### src/rtl/mem_pkg.sv
// mem_pkg: shared types and constants for the data-memory access stage.
//   mem_state_e : access FSM states
//   SIZE_*      : bus size codes (byte / half / word)
//   LANE_*      : byte-lane patterns recognised by the load aligner
//   lane_size() : maps an active lane pattern to a bus size code
package mem_pkg;

  typedef enum logic [2:0] {
    ST_IDLE   = 3'd0,
    ST_REQ    = 3'd1,
    ST_WAIT   = 3'd2,
    ST_DONE   = 3'd3,
    ST_CANCEL = 3'd4
  } mem_state_e;

  localparam logic [1:0] SIZE_B = 2'd0;
  localparam logic [1:0] SIZE_H = 2'd1;
  localparam logic [1:0] SIZE_W = 2'd2;

  localparam logic [3:0] LANE_B0 = 4'b0001;
  localparam logic [3:0] LANE_B1 = 4'b0010;
  localparam logic [3:0] LANE_B2 = 4'b0100;
  localparam logic [3:0] LANE_B3 = 4'b1000;
  localparam logic [3:0] LANE_H0 = 4'b0011;
  localparam logic [3:0] LANE_H1 = 4'b1100;
  localparam logic [3:0] LANE_W  = 4'b1111;

  // Unusual lane counts fall back to a full word so the bus never sees an
  // undefined size code.
  function automatic logic [1:0] lane_size(input logic [3:0] lanes);
    logic [1:0] sz;
    case ($countones(lanes))
      1:       sz = SIZE_B;
      2:       sz = SIZE_H;
      default: sz = SIZE_W;
    endcase
    return sz;
  endfunction

endpackage

### src/rtl/load_align.sv
// load_align: combinational load-data lane select and sign/zero extension.
// Ports:
//   rdata    in  32 : raw bus read data (word as returned by memory)
//   lanes    in  4  : active byte lanes of the load
//   zero_ext in  1  : 1 = zero-extend, 0 = sign-extend
//   result   out 32 : aligned, extended load value
module load_align
  import mem_pkg::*;
(
  input  logic [31:0] rdata,
  input  logic [3:0]  lanes,
  input  logic        zero_ext,
  output logic [31:0] result
);

  logic sx;
  assign sx = ~zero_ext;

  always_comb begin
    result = rdata;
    case (lanes)
      LANE_B0: result = {{24{sx & rdata[7]}},  rdata[7:0]};
      LANE_B1: result = {{24{sx & rdata[15]}}, rdata[15:8]};
      LANE_B2: result = {{24{sx & rdata[23]}}, rdata[23:16]};
      LANE_B3: result = {{24{sx & rdata[31]}}, rdata[31:24]};
      LANE_H0: result = {{16{sx & rdata[15]}}, rdata[15:0]};
      LANE_H1: result = {{16{sx & rdata[31]}}, rdata[31:16]};
      LANE_W:  result = rdata;
      default: result = rdata;
    endcase
  end

endmodule

### src/rtl/mem_access.sv
// mem_access: data-memory access stage downstream of the EX/MEM register.
// Drives an SRAM-like req / addr_ok / data_ok bus, stalls the pipeline while
// an access is outstanding, and returns the aligned load result. A flush that
// lands mid-access drains the accepted request and discards its data.
//
// Optional feature: define MEM_ADDR_EXC_EN to detect misaligned half/word
// accesses and report them on mem_adel / mem_ades / mem_badvaddr instead of
// issuing them. Without it those ports read 0.
//
// Ports:
//   clk, resetn                 : clock, synchronous active-low reset
//   mem_res                     : ALU result / access address
//   mem_data_en                 : instruction performs a data access
//   mem_data_ren, mem_data_wen  : load / store byte lanes (pre-positioned)
//   mem_wdata                   : lane-replicated store data
//   mem_loadX                   : 1 = zero-extend load, 0 = sign-extend
//   flush                       : kills the current MEM instruction
//   data_req/wr/size/addr/wstrb/wdata : bus request side
//   data_addr_ok/data_ok/rdata  : bus response side
//   mem_stall                   : hold EX/MEM and upstream
//   mem_out_res                 : writeback value
//   mem_adel/mem_ades/mem_badvaddr : address-error report
//
// state  | meaning
// IDLE   | no access outstanding; may issue a request this cycle
// REQ    | request presented, waiting for addr_ok
// WAIT   | request accepted, waiting for data_ok
// DONE   | load data buffered, result valid, pipeline released
// CANCEL | flushed access accepted by the bus, draining its data_ok
module mem_access
  import mem_pkg::*;
(
  input  logic        clk,
  input  logic        resetn,
  input  logic [31:0] mem_res,
  input  logic        mem_data_en,
  input  logic [3:0]  mem_data_ren,
  input  logic [3:0]  mem_data_wen,
  input  logic [31:0] mem_wdata,
  input  logic        mem_loadX,
  input  logic        flush,
  output logic        data_req,
  output logic        data_wr,
  output logic [1:0]  data_size,
  output logic [31:0] data_addr,
  output logic [3:0]  data_wstrb,
  output logic [31:0] data_wdata,
  input  logic        data_addr_ok,
  input  logic        data_data_ok,
  input  logic [31:0] data_rdata,
  output logic        mem_stall,
  output logic [31:0] mem_out_res,
  output logic        mem_adel,
  output logic        mem_ades,
  output logic [31:0] mem_badvaddr
);

  mem_state_e  state_q;
  logic        cancel_q;
  logic [31:0] rdata_q;

  logic        is_store;
  logic        is_load;
  logic [3:0]  lanes;
  logic [1:0]  size;
  logic        addr_err;
  logic        start;
  logic [31:0] load_val;

  assign is_store = |mem_data_wen;
  assign is_load  = |mem_data_ren;
  assign lanes    = is_store ? mem_data_wen : mem_data_ren;
  assign size     = lane_size(lanes);

  // Bus payload is quiet when MEM holds no access so an idle stage presents
  // an all-zero bus.
  assign data_wr    = mem_data_en & is_store;
  assign data_size  = mem_data_en ? size : 2'd0;
  assign data_addr  = !mem_data_en     ? 32'h0 :
                      (size == SIZE_W) ? {mem_res[31:2], 2'b00} : mem_res;
  assign data_wstrb = mem_data_en ? mem_data_wen : 4'h0;
  assign data_wdata = mem_data_en ? mem_wdata : 32'h0;

`ifdef MEM_ADDR_EXC_EN
  logic misalign;
  assign misalign = ((size == SIZE_H) && mem_res[0]) ||
                    ((size == SIZE_W) && (mem_res[1:0] != 2'b00));
  assign addr_err     = mem_data_en & misalign;
  assign mem_adel     = (state_q == ST_IDLE) & addr_err & ~is_store;
  assign mem_ades     = (state_q == ST_IDLE) & addr_err &  is_store;
  assign mem_badvaddr = mem_res;
`else
  assign addr_err     = 1'b0;
  assign mem_adel     = 1'b0;
  assign mem_ades     = 1'b0;
  assign mem_badvaddr = 32'h0;
`endif

  assign start = mem_data_en & ~flush & ~addr_err;

  load_align u_load_align (
    .rdata    (rdata_q),
    .lanes    (mem_data_ren),
    .zero_ext (mem_loadX),
    .result   (load_val)
  );

  always_comb begin
    data_req    = 1'b0;
    mem_stall   = 1'b0;
    mem_out_res = mem_res;
    case (state_q)
      ST_IDLE: begin
        data_req  = start;
        mem_stall = start;
      end
      ST_REQ: begin
        // Once presented the request stays up even if flushed; the bus may
        // already be committing to it.
        data_req  = 1'b1;
        mem_stall = 1'b1;
      end
      ST_WAIT:   mem_stall = 1'b1;
      ST_DONE:   mem_out_res = is_load ? load_val : mem_res;
      // A new access arriving behind a drain must wait for it.
      ST_CANCEL: mem_stall = mem_data_en;
      default: begin
        data_req    = 1'b0;
        mem_stall   = 1'b0;
        mem_out_res = mem_res;
      end
    endcase
  end

  always_ff @(posedge clk) begin
    if (!resetn) begin
      state_q  <= ST_IDLE;
      cancel_q <= 1'b0;
      rdata_q  <= 32'h0;
    end else begin
      case (state_q)
        ST_IDLE: begin
          if (start) state_q <= data_addr_ok ? ST_WAIT : ST_REQ;
        end
        ST_REQ: begin
          if (flush) cancel_q <= 1'b1;
          if (data_addr_ok) state_q <= (cancel_q || flush) ? ST_CANCEL : ST_WAIT;
        end
        ST_WAIT: begin
          if (data_data_ok) begin
            if (flush) begin
              state_q <= ST_IDLE;
            end else begin
              rdata_q <= data_rdata;
              state_q <= ST_DONE;
            end
          end else if (flush) begin
            state_q <= ST_CANCEL;
          end
        end
        ST_DONE: state_q <= ST_IDLE;
        ST_CANCEL: begin
          if (data_data_ok) begin
            state_q  <= ST_IDLE;
            cancel_q <= 1'b0;
          end
        end
        default: begin
          state_q  <= ST_IDLE;
          cancel_q <= 1'b0;
        end
      endcase
    end
  end

endmodule

### config.mk
export PLATFORM = sky130hd
export DESIGN_NAME = mem_access
export DESIGN_NICKNAME = d
export VERILOG_FILES = /design/src/rtl/mem_pkg.sv /design/src/rtl/load_align.sv /design/src/rtl/mem_access.sv
export SDC_FILE = /design/constraint.sdc
export NUM_CORES = 1
export LEC_CHECK = 0
export CORE_AREA = 5 5 129 131
export CTS_CLUSTER_SIZE = 24
export DETAILED_ROUTE_END_ITERATION = 8
export DIE_AREA = 0 0 134 136
export GPL_TIMING_DRIVEN = 0
export PLACE_DENSITY = 0.68
export SLEW_MARGIN = 40
export SYNTH_ARGS = -nofsm -noshare
export SYNTH_HDL_FRONTEND = slang
export SYNTH_HIERARCHICAL = 1
export SYNTH_SLANG_ARGS = --single-unit
### constraint.sdc
create_clock -name clk -period 3 [get_ports clk]
set_input_delay 0.3 -clock clk [delete_from_list [all_inputs] [get_ports clk]]
set_output_delay 0.3 -clock clk [all_outputs]
set_load 0.01 [all_outputs]
**Word level (Yosys, flattened, before mapping)**

Cells that the tools add are included.

- Bits in registers: 36
- Input bits: 111
- Output and inout bits: 139

- Add/subtract/negate cells: 3
- Equality and inequality tests: 18
- Multiplexer cells: 24
- Bitwise operators: 9
- Reductions and logical operators: 9

Operators with widths:

| kind | count |
|---|---|
| $pmux 32 s6 | 1 |
| $mux 32 | 4 |
| $mux 3 | 6 |
| $pmux 3 s4 | 1 |
| $eq 3x2->1 const B | 3 |
| $eq 4x2->1 const B | 2 |
| $eq 4x4->1 const B | 2 |
| $mux 2 | 4 |
| $mux 4 | 2 |
| $ne 2x2->1 const B | 4 |
| $reduce_or 4->1 | 2 |
| $and 1x1->1 | 6 |
| $eq 3x1->1 const B | 2 |
| $pmux 1 s3 | 2 |
| $reduce_and 3->1 | 2 |
| $add 1x1->2 | 2 |
| $eq 4x1->1 const B | 1 |
| $eq 4x3->1 const B | 1 |
| $pmux 2 s2 | 1 |
| $reduce_and 4->1 | 1 |
| $add 2x2->3 | 1 |
| $eq 3x3->1 const B | 1 |
| $logic_not 3->1 | 1 |
| $ne 3x3->1 const B | 1 |
| 7 further kinds | 10 |

**Logic depth before layout (Yosys ltp)**

Gate-level depths: netlist of run 1.

- Depth after elaboration: 9
- Mapped depth: 9
- Gate-level depth less buffers: 9

**Cells and area by module**

Netlist of run 1, hierarchy kept.

By module, submodules not included:

| module | times used | cells an instance | area each (um2) | sequential area each (um2) |
|---|---|---|---|---|
| mem_access | 1 | 345 | 2875.3 | 720.7 |
| load_align | 1 | 119 | 878.3 | 0.0 |

**Worst setup path before layout of run 1**

No wires, ideal clock.

- Kind: input -> output
- From: in mem_data_wen[2]
- To: out data_addr[0]
- Arrival: 2030 ps
- Required time: 2700 ps
- Setup slack: 670 ps
- Cell stages on the path: 8
- Cell sequence: nor2_1 -> a31o_2 -> fa_1 -> ha_1 -> ha_1 -> xnor2_1 -> nor3b_1 -> and2_1

- Longest elaborated chain between the ends: 9
- Elaborated cells on any way between the ends: 11
- Those cells by class: add/sub: 3; eq/ne: 3; mux: 4; reduce/logical: 1

Ends and longest elaborated chain:

| element | line | source |
|---|---|---|
| start: declaration | mem_access.sv:38 | `input logic [3:0] mem_data_wen,` |
| $reduce_or 4->1 | mem_access.sv:70 | `assign is_store = \|mem_data_wen;` |
| $mux 4 * | mem_access.sv:72 | `assign lanes = is_store ? mem_data_wen : mem_data_ren;` |
| $add 1x1->2 (not written as such) | mem_pkg.sv:32 | `case ($countones(lanes))` |
| $add 2x2->3 (not written as such) * | mem_pkg.sv:32 |  |
| $eq 3x2->1 or $eq 3x1->1 (tied branches) | mem_pkg.sv:32 |  |
| $pmux 2 s2 * | mem_pkg.sv:32 |  |
| $eq 2x2->1 * | mem_access.sv:80 | `(size == SIZE_W) ? {mem_res[31:2], 2'b00} : mem_res;` |
| $mux 2 * | mem_access.sv:80 |  |
| $mux 32 * | mem_access.sv:79 | `assign data_addr = !mem_data_en ? 32'h0 :` |
| end: declaration | mem_access.sv:45 | `output logic [31:0] data_addr,` |

Mark *: on every way between the ends. The rest lies on a longest branch, timed or not.

**Worst setup path after layout of run 1**

- From: in mem_data_ren[3]
- To: out data_addr[0]

- Longest elaborated chain between the ends: 8
- Elaborated cells on any way between the ends: 9
- Those cells by class: add/sub: 2; eq/ne: 3; mux: 4

Ends and longest elaborated chain:

| element | line | source |
|---|---|---|
| start: declaration | mem_access.sv:37 | `input logic [3:0] mem_data_ren,` |
| $mux 4 * | mem_access.sv:72 |  |
| $add 1x1->2 (not written as such) * | mem_pkg.sv:32 |  |
| $add 2x2->3 (not written as such) * | mem_pkg.sv:32 |  |
| $eq 3x2->1 or $eq 3x1->1 (tied branches) | mem_pkg.sv:32 |  |
| $pmux 2 s2 * | mem_pkg.sv:32 |  |
| $eq 2x2->1 * | mem_access.sv:80 |  |
| $mux 2 * | mem_access.sv:80 |  |
| $mux 32 * | mem_access.sv:79 |  |

Marks and branches as above.

==> impl_summary.log, run 1 <==
INFO  metric drv_slew = 0
INFO  metric post_synth_num_cell_types = 63
INFO  metric clk_transition_reported_paths = 0.05 ns
INFO  metric first_global_vias = 3908
INFO  metric layout-area-overhead-vs-synth = 72.0%
INFO  metric critical_path_peak_fanout = 7
INFO  metric max_cap_violations = 0
INFO  metric design.final.nets = 832
INFO  metric number_of_buffers_on_the_longest_clock_path = 2
INFO  metric synth.yosys.warnings = 6
INFO  metric worst-slew-pin-transition = 0.550 ns
INFO  metric cts.sinks = 36
INFO  metric cts_post_setup_buffers_inserted = 0
INFO  metric p_leak = 2.61 nW
INFO  metric n_antenna_cell = 0
INFO  metric drt_drc_violations_left = 0
INFO  metric total_power_per_unit_cell_area = 270 nW/um^2
INFO  metric detail_route.wirelength = 14.4 mm
INFO  metric antenna_violations_before_repair = 0
INFO  metric antenna_violating_nets_post_route = 0
INFO  metric drive_gt1_share = 18.1%
INFO  metric syn-cell-area = 3750 sq um
INFO  metric startpoint_type = primary input
INFO  metric post-place-ws = -0.641 ns
INFO  metric remaining_global_route_overflow = 0
INFO  metric tns = 0 ns
INFO  metric status = finished clean
INFO  metric flip_flop_cell_with_the_highest_count_after_synthesis = sky130_fd_sc_hd__dfxtp_1
INFO  metric yosysSeqAreaShare = 19.2%
INFO  metric grt_setup_unrepaired = no
INFO  metric path_cells = dlygate4sd2_1, nand3b_1, nand2_1, fa_1, ha_2, ha_4, xnor2_2, nor3b_2, and2_4, clkdlybuf4s15_2
INFO  metric number_of_enable_flip_flop_cells_after_synthesis = 0
INFO  metric tritoncts.num_buffers = 5
INFO  metric fin_crit = 2.89 ns
INFO  metric most_used_cells_in_the_layout_excluding_fill_and_tap_cells = sky130_fd_sc_hd__clkdlybuf4s50_1, sky130_fd_sc_hd__and2_1, sky130_fd_sc_hd__nand2_1
INFO  metric max_fclk = 346 MHz
INFO  metric fin_skew = 0.00237 ns
INFO  metric top_level_ports = 250
INFO  metric final_min_period_over_clock_period = 96.5%
INFO  metric drt_pass1_iterations = 5
INFO  metric grt_first_pass_wirelength = 21.6 mm
INFO  metric drt_iter0_markers = 193
INFO  metric yosys_register_bits = 36
INFO  metric post_drt_wl_per_cell = 15.8 um
INFO  metric cpMaxStageDelayCell = sky130_fd_sc_hd__dlygate4sd2_1
INFO  metric coreArea = 15500 sq um
INFO  metric most_common_library_cell_in_the_layout_ignoring_fill_and_taps = sky130_fd_sc_hd__clkdlybuf4s50_1
INFO  metric ir_drop = 0.220 mV
INFO  metric h_tree_depth_reported_by_cts = 2
INFO  metric rel_slew_slack = 63.3%
INFO  metric port_buffers = 214
INFO  metric avgSynthCellArea = 8.09 sq um
INFO  metric cts.root.buffer_cell = sky130_fd_sc_hd__clkbuf_16
INFO  metric largest_net_degree_at_the_start_of_global_routing = 13
INFO  metric synth_cells = 464
INFO  metric final.setup.worst_slack = 0.106 ns
INFO  metric floorplan.die_area = 18200 sq um
INFO  metric initial_core_utilization = 24.2%
INFO  metric gpl.final_weighted_congestion = 0.844
INFO  metric count_of_endpoints_failing_setup_in_the_final_report = 0
INFO  metric die_w = 134 um
INFO  metric dpl.hpwl = 12.2 mm
INFO  metric final_core_utilization = 41.7%
INFO  metric rows = 46
INFO  metric crit_end_element = primary output
INFO  metric wp_data_arrival = 2.59 ns
INFO  metric holdCritPathClass = flop to flop
INFO  metric grt_use_total = 14.8%
INFO  metric cts_hold_buffers = 0
INFO  metric viasPerCell = 4.54
INFO  metric cp_data_required_time = 2.70 ns
INFO  metric whs = 0.459 ns
INFO  metric clk-insertion-delay-late = 0.27 ns
INFO  metric chip_height = 136 um
INFO  metric critPathKind = primary input to primary output
INFO  metric worst_path_largest_cell_delay = 0.52 ns
INFO  metric power.total = 1.74 mW
INFO  metric cts_tree = built
INFO  metric vias = 4135
INFO  metric synth_async_sr_flop_share = 0%
INFO  metric final-hold-violation-count = 0
flip-flops by register name (all words and copies together) (netlist names):
register  cells
state_q       3
cancel_q      1
rdata_q      32
timing repair:
action | 4_1_cts | 5_1_grt
pin swaps | 3 | 2
gates resized for setup | 20 | 3
endpoints found under the setup margin | 31 | 5
per-layer routing:
metal  global-route usage (%)  up-vias  wire length [um]
met5                        0        -                 0
met4                     2.11        0               155
met2                     26.4      182              7290
met3                     3.03       16              1050
li1                         -     2066                 -
met1                     18.8     1871              5900
report_power, final:
part	internal, mW	leakage [nW]	switching [mW]	total, mW
combinational	0.407	2.24	0.263	0.670
sequential	0.485	0.290	0.00815	0.494
clock	0.390	0.0798	0.190	0.580
synth_stat cells, types with 3 or more instances:
master	count	area, sq um
sky130_fd_sc_hd__buf_6	6	67.6
sky130_fd_sc_hd__nand3b_1	4	30.0
sky130_fd_sc_hd__o2111ai_1	8	70.1
sky130_fd_sc_hd__dfxtp_1	36	721
sky130_fd_sc_hd__nor3_1	4	20.0
sky130_fd_sc_hd__mux2_4	30	450
sky130_fd_sc_hd__a21boi_0	3	22.5
sky130_fd_sc_hd__nand2_1	69	259
sky130_fd_sc_hd__nand3_1	17	85.1
sky130_fd_sc_hd__clkbuf_1	18	67.6
sky130_fd_sc_hd__nor2_1	7	26.3
sky130_fd_sc_hd__a221o_2	7	78.8
sky130_fd_sc_hd__nor3b_1	4	30.0
sky130_fd_sc_hd__buf_2	7	35.0
sky130_fd_sc_hd__a22o_2	7	70.1
sky130_fd_sc_hd__inv_1	4	15.0
sky130_fd_sc_hd__o21ai_0	24	120
sky130_fd_sc_hd__a22oi_1	8	60.1
sky130_fd_sc_hd__nand2b_1	4	25.0
sky130_fd_sc_hd__buf_4	37	278
sky130_fd_sc_hd__and2_1	76	475
sky130_fd_sc_hd__a21boi_1	30	225
through the flow:
stage	std cells	area, sq um
2_1_floorplan	497	3880
3_3_place_gp	903	6260
3_5_place_dp	903	6260
4_1_cts	911	6450
5_1_grt	911	6450
6_report	911	6450
layout make-up:
class	count	area, sq um
Clock inverter	3	42.5
Clock buffer	5	125
Fill cell	1580	9030
Buffer	70	455
Sequential cell	36	721
Tap cell	192	240
Inverter	6	22.5
Timing Repair Buffer	214	2140
Multi-Input combinational cell	385	2710
critical path, delay by kind of cell:
family	cells	cell delay (ns)
AND/OR/NAND/NOR	4	0.59
adder cells (fa/ha/maj)	3	0.83
XOR/XNOR	1	0.14
buffers and inverters	2	0.74
cells by family after synthesis:
group	Yosys count	synth area share, %
AND/OR/NAND/NOR	202	30.7
flip-flops	36	19.2
AO/OA/AOI/OAI	111	22.8
buffers and inverters	76	12.7
adder cells (fa/ha/maj)	3	1.20
XOR/XNOR	2	0.467
multiplexers	33	12.9
other	1	0.0999
path summary, 6_finish.rpt:
check / from / end / slack (ns) / cells after the start
setup reg to reg: state_q[0]$_SDFFE_PN0P_ / rdata_q[5]$_SDFFE_PN0P_ / 1.49 / 5
hold reg to reg: rdata_q[2]$_SDFFE_PN0P_ / rdata_q[2]$_SDFFE_PN0P_ / 0.46 / 2
hold / removal: rdata_q[2]$_SDFFE_PN0P_ / rdata_q[2]$_SDFFE_PN0P_ / 0.46 / 2
setup / recovery: mem_data_ren[3] / data_addr[0] / 0.11 / 10
(Power assumes the default switching activity.)
==> run 2, diff against run 1 <==
CELL_PAD_IN_SITES_DETAIL_PLACEMENT = 0   (was default)
CELL_PAD_IN_SITES_GLOBAL_PLACEMENT = 1   (was default)
PLACE_DENSITY = 0.9   (was 0.68)
==> impl_summary.log, run 2 (synthesized netlist as in run 1, its figures left out) <==
INFO  metric grt_first_pass_wirelength = 21.6 mm (+0.13%)
INFO  metric max_fclk = 343 MHz (-0.77%)
INFO  metric chip_height = 136 um (unchanged)
INFO  metric fin_skew = 0.00732 ns (+0.00495 ns)
INFO  metric p_clk_share = 30.3% (-3.0 points)
INFO  metric detail_route.wirelength = 14.4 mm (+0.31%)
INFO  metric sw_frac_of_total = 28.3% (+1.9 points)
INFO  metric startpoint_type = primary input
INFO  metric h_tree_depth_reported_by_cts = 2 (unchanged)
INFO  metric wp_data_arrival = 2.62 ns (+0.03 ns)
INFO  metric drive_gt1_share = 18.8% (+0.70 points)
INFO  metric grt_setup_unrepaired = no
INFO  metric critical_path_peak_fanout = 9 (+2)
INFO  metric crit_end_element = primary output
INFO  metric max_flop_register = rdata_q
INFO  metric post_drt_wl_per_cell = 15.8 um (+0.31%)
INFO  metric port_buffers = 214 (unchanged)
INFO  metric gpl.final_weighted_congestion = 0.836 (-0.96%)
INFO  metric status = finished clean
INFO  metric final_core_utilization = 41.7% (about the same)
INFO  metric post_dp_cell_area = 6260 sq um (unchanged)
INFO  metric number_of_buffers_on_the_longest_clock_path = 2 (unchanged)
INFO  metric most_common_library_cell_in_the_layout_ignoring_fill_and_taps = sky130_fd_sc_hd__clkdlybuf4s50_1
INFO  metric design.final.nets = 832 (unchanged)
INFO  metric tritoncts.num_buffers = 5 (unchanged)
INFO  metric rows = 46 (unchanged)
INFO  metric coreArea = 15500 sq um (unchanged)
INFO  metric timing.reg2reg.worst_path_depth = 5 (unchanged)
INFO  metric cts.sinks = 36 (unchanged)
INFO  metric drv_slew = 0 (unchanged)
INFO  metric fin_crit = 2.92 ns (+0.0224 ns)
INFO  metric clk_transition_reported_paths = 0.05 ns (about the same)
INFO  metric drt_drc_violations_left = 0 (unchanged)
INFO  metric cts_tree = built
INFO  metric vias = 4120 (-0.36%)
INFO  metric floorplan.die_area = 18200 sq um (unchanged)
INFO  metric antenna_violating_nets_post_route = 0 (unchanged)
INFO  metric final-hold-violation-count = 0 (unchanged)
INFO  metric remaining_global_route_overflow = 0 (unchanged)
INFO  metric combinational_fraction_of_design_power = 40.3% (+1.9 points)
INFO  metric max_cap_violations = 0 (unchanged)
INFO  metric holdPathStages = 2 (unchanged)
INFO  metric layout_cell_area_excl_fill = 6450 sq um (about the same)
INFO  metric final.setup.worst_slack = 0.0841 ns (-0.0224 ns)
INFO  metric worst-slew-pin-transition = 0.592 ns (+0.0424 ns)
INFO  metric p_leak = 2.62 nW (+0.45%)
INFO  metric drt_iter0_markers = 231 (+20%)
INFO  metric cts.root.buffer_cell = sky130_fd_sc_hd__clkbuf_16
INFO  metric power.total = 1.68 mW (-3.8%)
INFO  metric die_w = 134 um (unchanged)
INFO  metric dpl.hpwl = 12.3 mm (+1.2%)
INFO  metric cp_data_required_time = 2.70 ns (about the same)
INFO  metric internal-power = 1.20 mW (-6.3%)
INFO  metric cts_post_setup_buffers_inserted = 0 (unchanged)
INFO  metric final_min_period_over_clock_period = 97.2% (+0.75 points)
INFO  metric grt_use_total = 14.8% (+0.039 points)
INFO  metric most_used_cells_in_the_layout_excluding_fill_and_tap_cells = sky130_fd_sc_hd__clkdlybuf4s50_1, sky130_fd_sc_hd__and2_1, sky130_fd_sc_hd__nand2_1
INFO  metric n_antenna_cell = 0 (unchanged)
INFO  metric p_switching = 0.475 mW (+3.1%)
INFO  metric power.share.sequential = 29.4% (+1.1 points)
INFO  metric count_of_endpoints_failing_setup_in_the_final_report = 0 (unchanged)
INFO  metric rel_slew_slack = 60.5% (-2.8 points)
INFO  metric top_level_ports = 250 (unchanged)
INFO  metric r2r_slack = 1.48 ns (about the same)
INFO  metric total_power_per_unit_cell_area = 260 nW/um^2 (-3.7%)
INFO  metric ir_drop = 0.185 mV (-16%)
INFO  metric critPathKind = primary input to primary output
INFO  metric post-place-ws = -0.629 ns (+0.0124 ns)
INFO  metric drt_pass1_iterations = 4 (-1)
INFO  metric largest_net_degree_at_the_start_of_global_routing = 13 (unchanged)
INFO  metric clk-insertion-delay-late = 0.29 ns (+0.02 ns)
INFO  metric reg.largest.list = rdata_q: 32 flops, state_q: 3 flops, cancel_q: 1 flops
INFO  metric layout-area-overhead-vs-synth = 71.9% (about the same)
INFO  metric largest_register_ffs = 32 (unchanged)
INFO  metric viasPerCell = 4.52 (-0.36%)
INFO  metric first_global_vias = 3907 (-0.026%)
INFO  metric holdCritPathClass = flop to flop
INFO  metric antenna_violations_before_repair = 0 (unchanged)
INFO  metric initial_core_utilization = 24.2% (unchanged)
[run 2: cell type report]
| type | count | area (sq um) |
|---|---|---|
| well taps | 192 | 240 |
| fillers | 1579 | 9030 |
| repair buffers | 214 | 2130 |
| clock inverters | 3 | 18.8 |
| clock buffers | 5 | 125 |
| inverters | 6 | 23.8 |
| multi-input cells | 385 | 2740 |
| plain buffers | 70 | 458 |
| flip-flops and latches | 36 | 721 |
[run 2: metal layers]
layer  GRT usage [%]  part of all wire, %
met2            27.0                   51
met5               0                    0
met1            17.9                   41
met4            2.57                 0.73
met3            3.52                  7.7
[run 2: power by group through the flow]
stage / Clock (mW) / Sequential [mW] / Combinational, mW
floorplan: 0 / 0.500 / 0.296
global route: 0.536 / 0.494 / 0.727
global placement: 0 / 0.503 / 0.661
CTS: 0.517 / 0.493 / 0.681
finish: 0.508 / 0.493 / 0.676
detailed placement: 0 / 0.503 / 0.664
[run 2: critical path, stage by stage]
cell                              delay [ns]
sky130_fd_sc_hd__dlygate4sd2_1          0.42
sky130_fd_sc_hd__nor3b_4                0.50
sky130_fd_sc_hd__o21ai_4                0.16
sky130_fd_sc_hd__a221o_2                0.45
sky130_fd_sc_hd__mux2_4                 0.26
sky130_fd_sc_hd__clkdlybuf4s50_1        0.50
[run 2: metrics by stage]
step	instances	setup TNS, ns	hold slack [ns]
2_1_floorplan	497	0	0.435
3_3_place_gp	903	-4.45	0.450
3_5_place_dp	903	-4.65	0.454
4_1_cts	911	0	0.462
5_1_grt	911	0	0.504
6_report	911	0	0.462
[run 2: timing repair]
| action | in CTS | in global routing |
|---|---|---|
| resized for setup | 25 | 7 |
| setup endpoints to repair | 32 | 28 |
| cloned | 0 | 0 |
| hold buffers | 0 | 0 |
| pin swaps | 2 | 1 |
[run 2: worst paths after layout]
kind,from,endpoint
setup / recovery,mem_data_ren[1],mem_out_res[1]
hold / removal,rdata_q[6]$_SDFFE_PN0P_,rdata_q[6]$_SDFFE_PN0P_
setup reg to reg,state_q[0]$_SDFFE_PN0P_,rdata_q[25]$_SDFFE_PN0P_
hold reg to reg,rdata_q[6]$_SDFFE_PN0P_,rdata_q[6]$_SDFFE_PN0P_
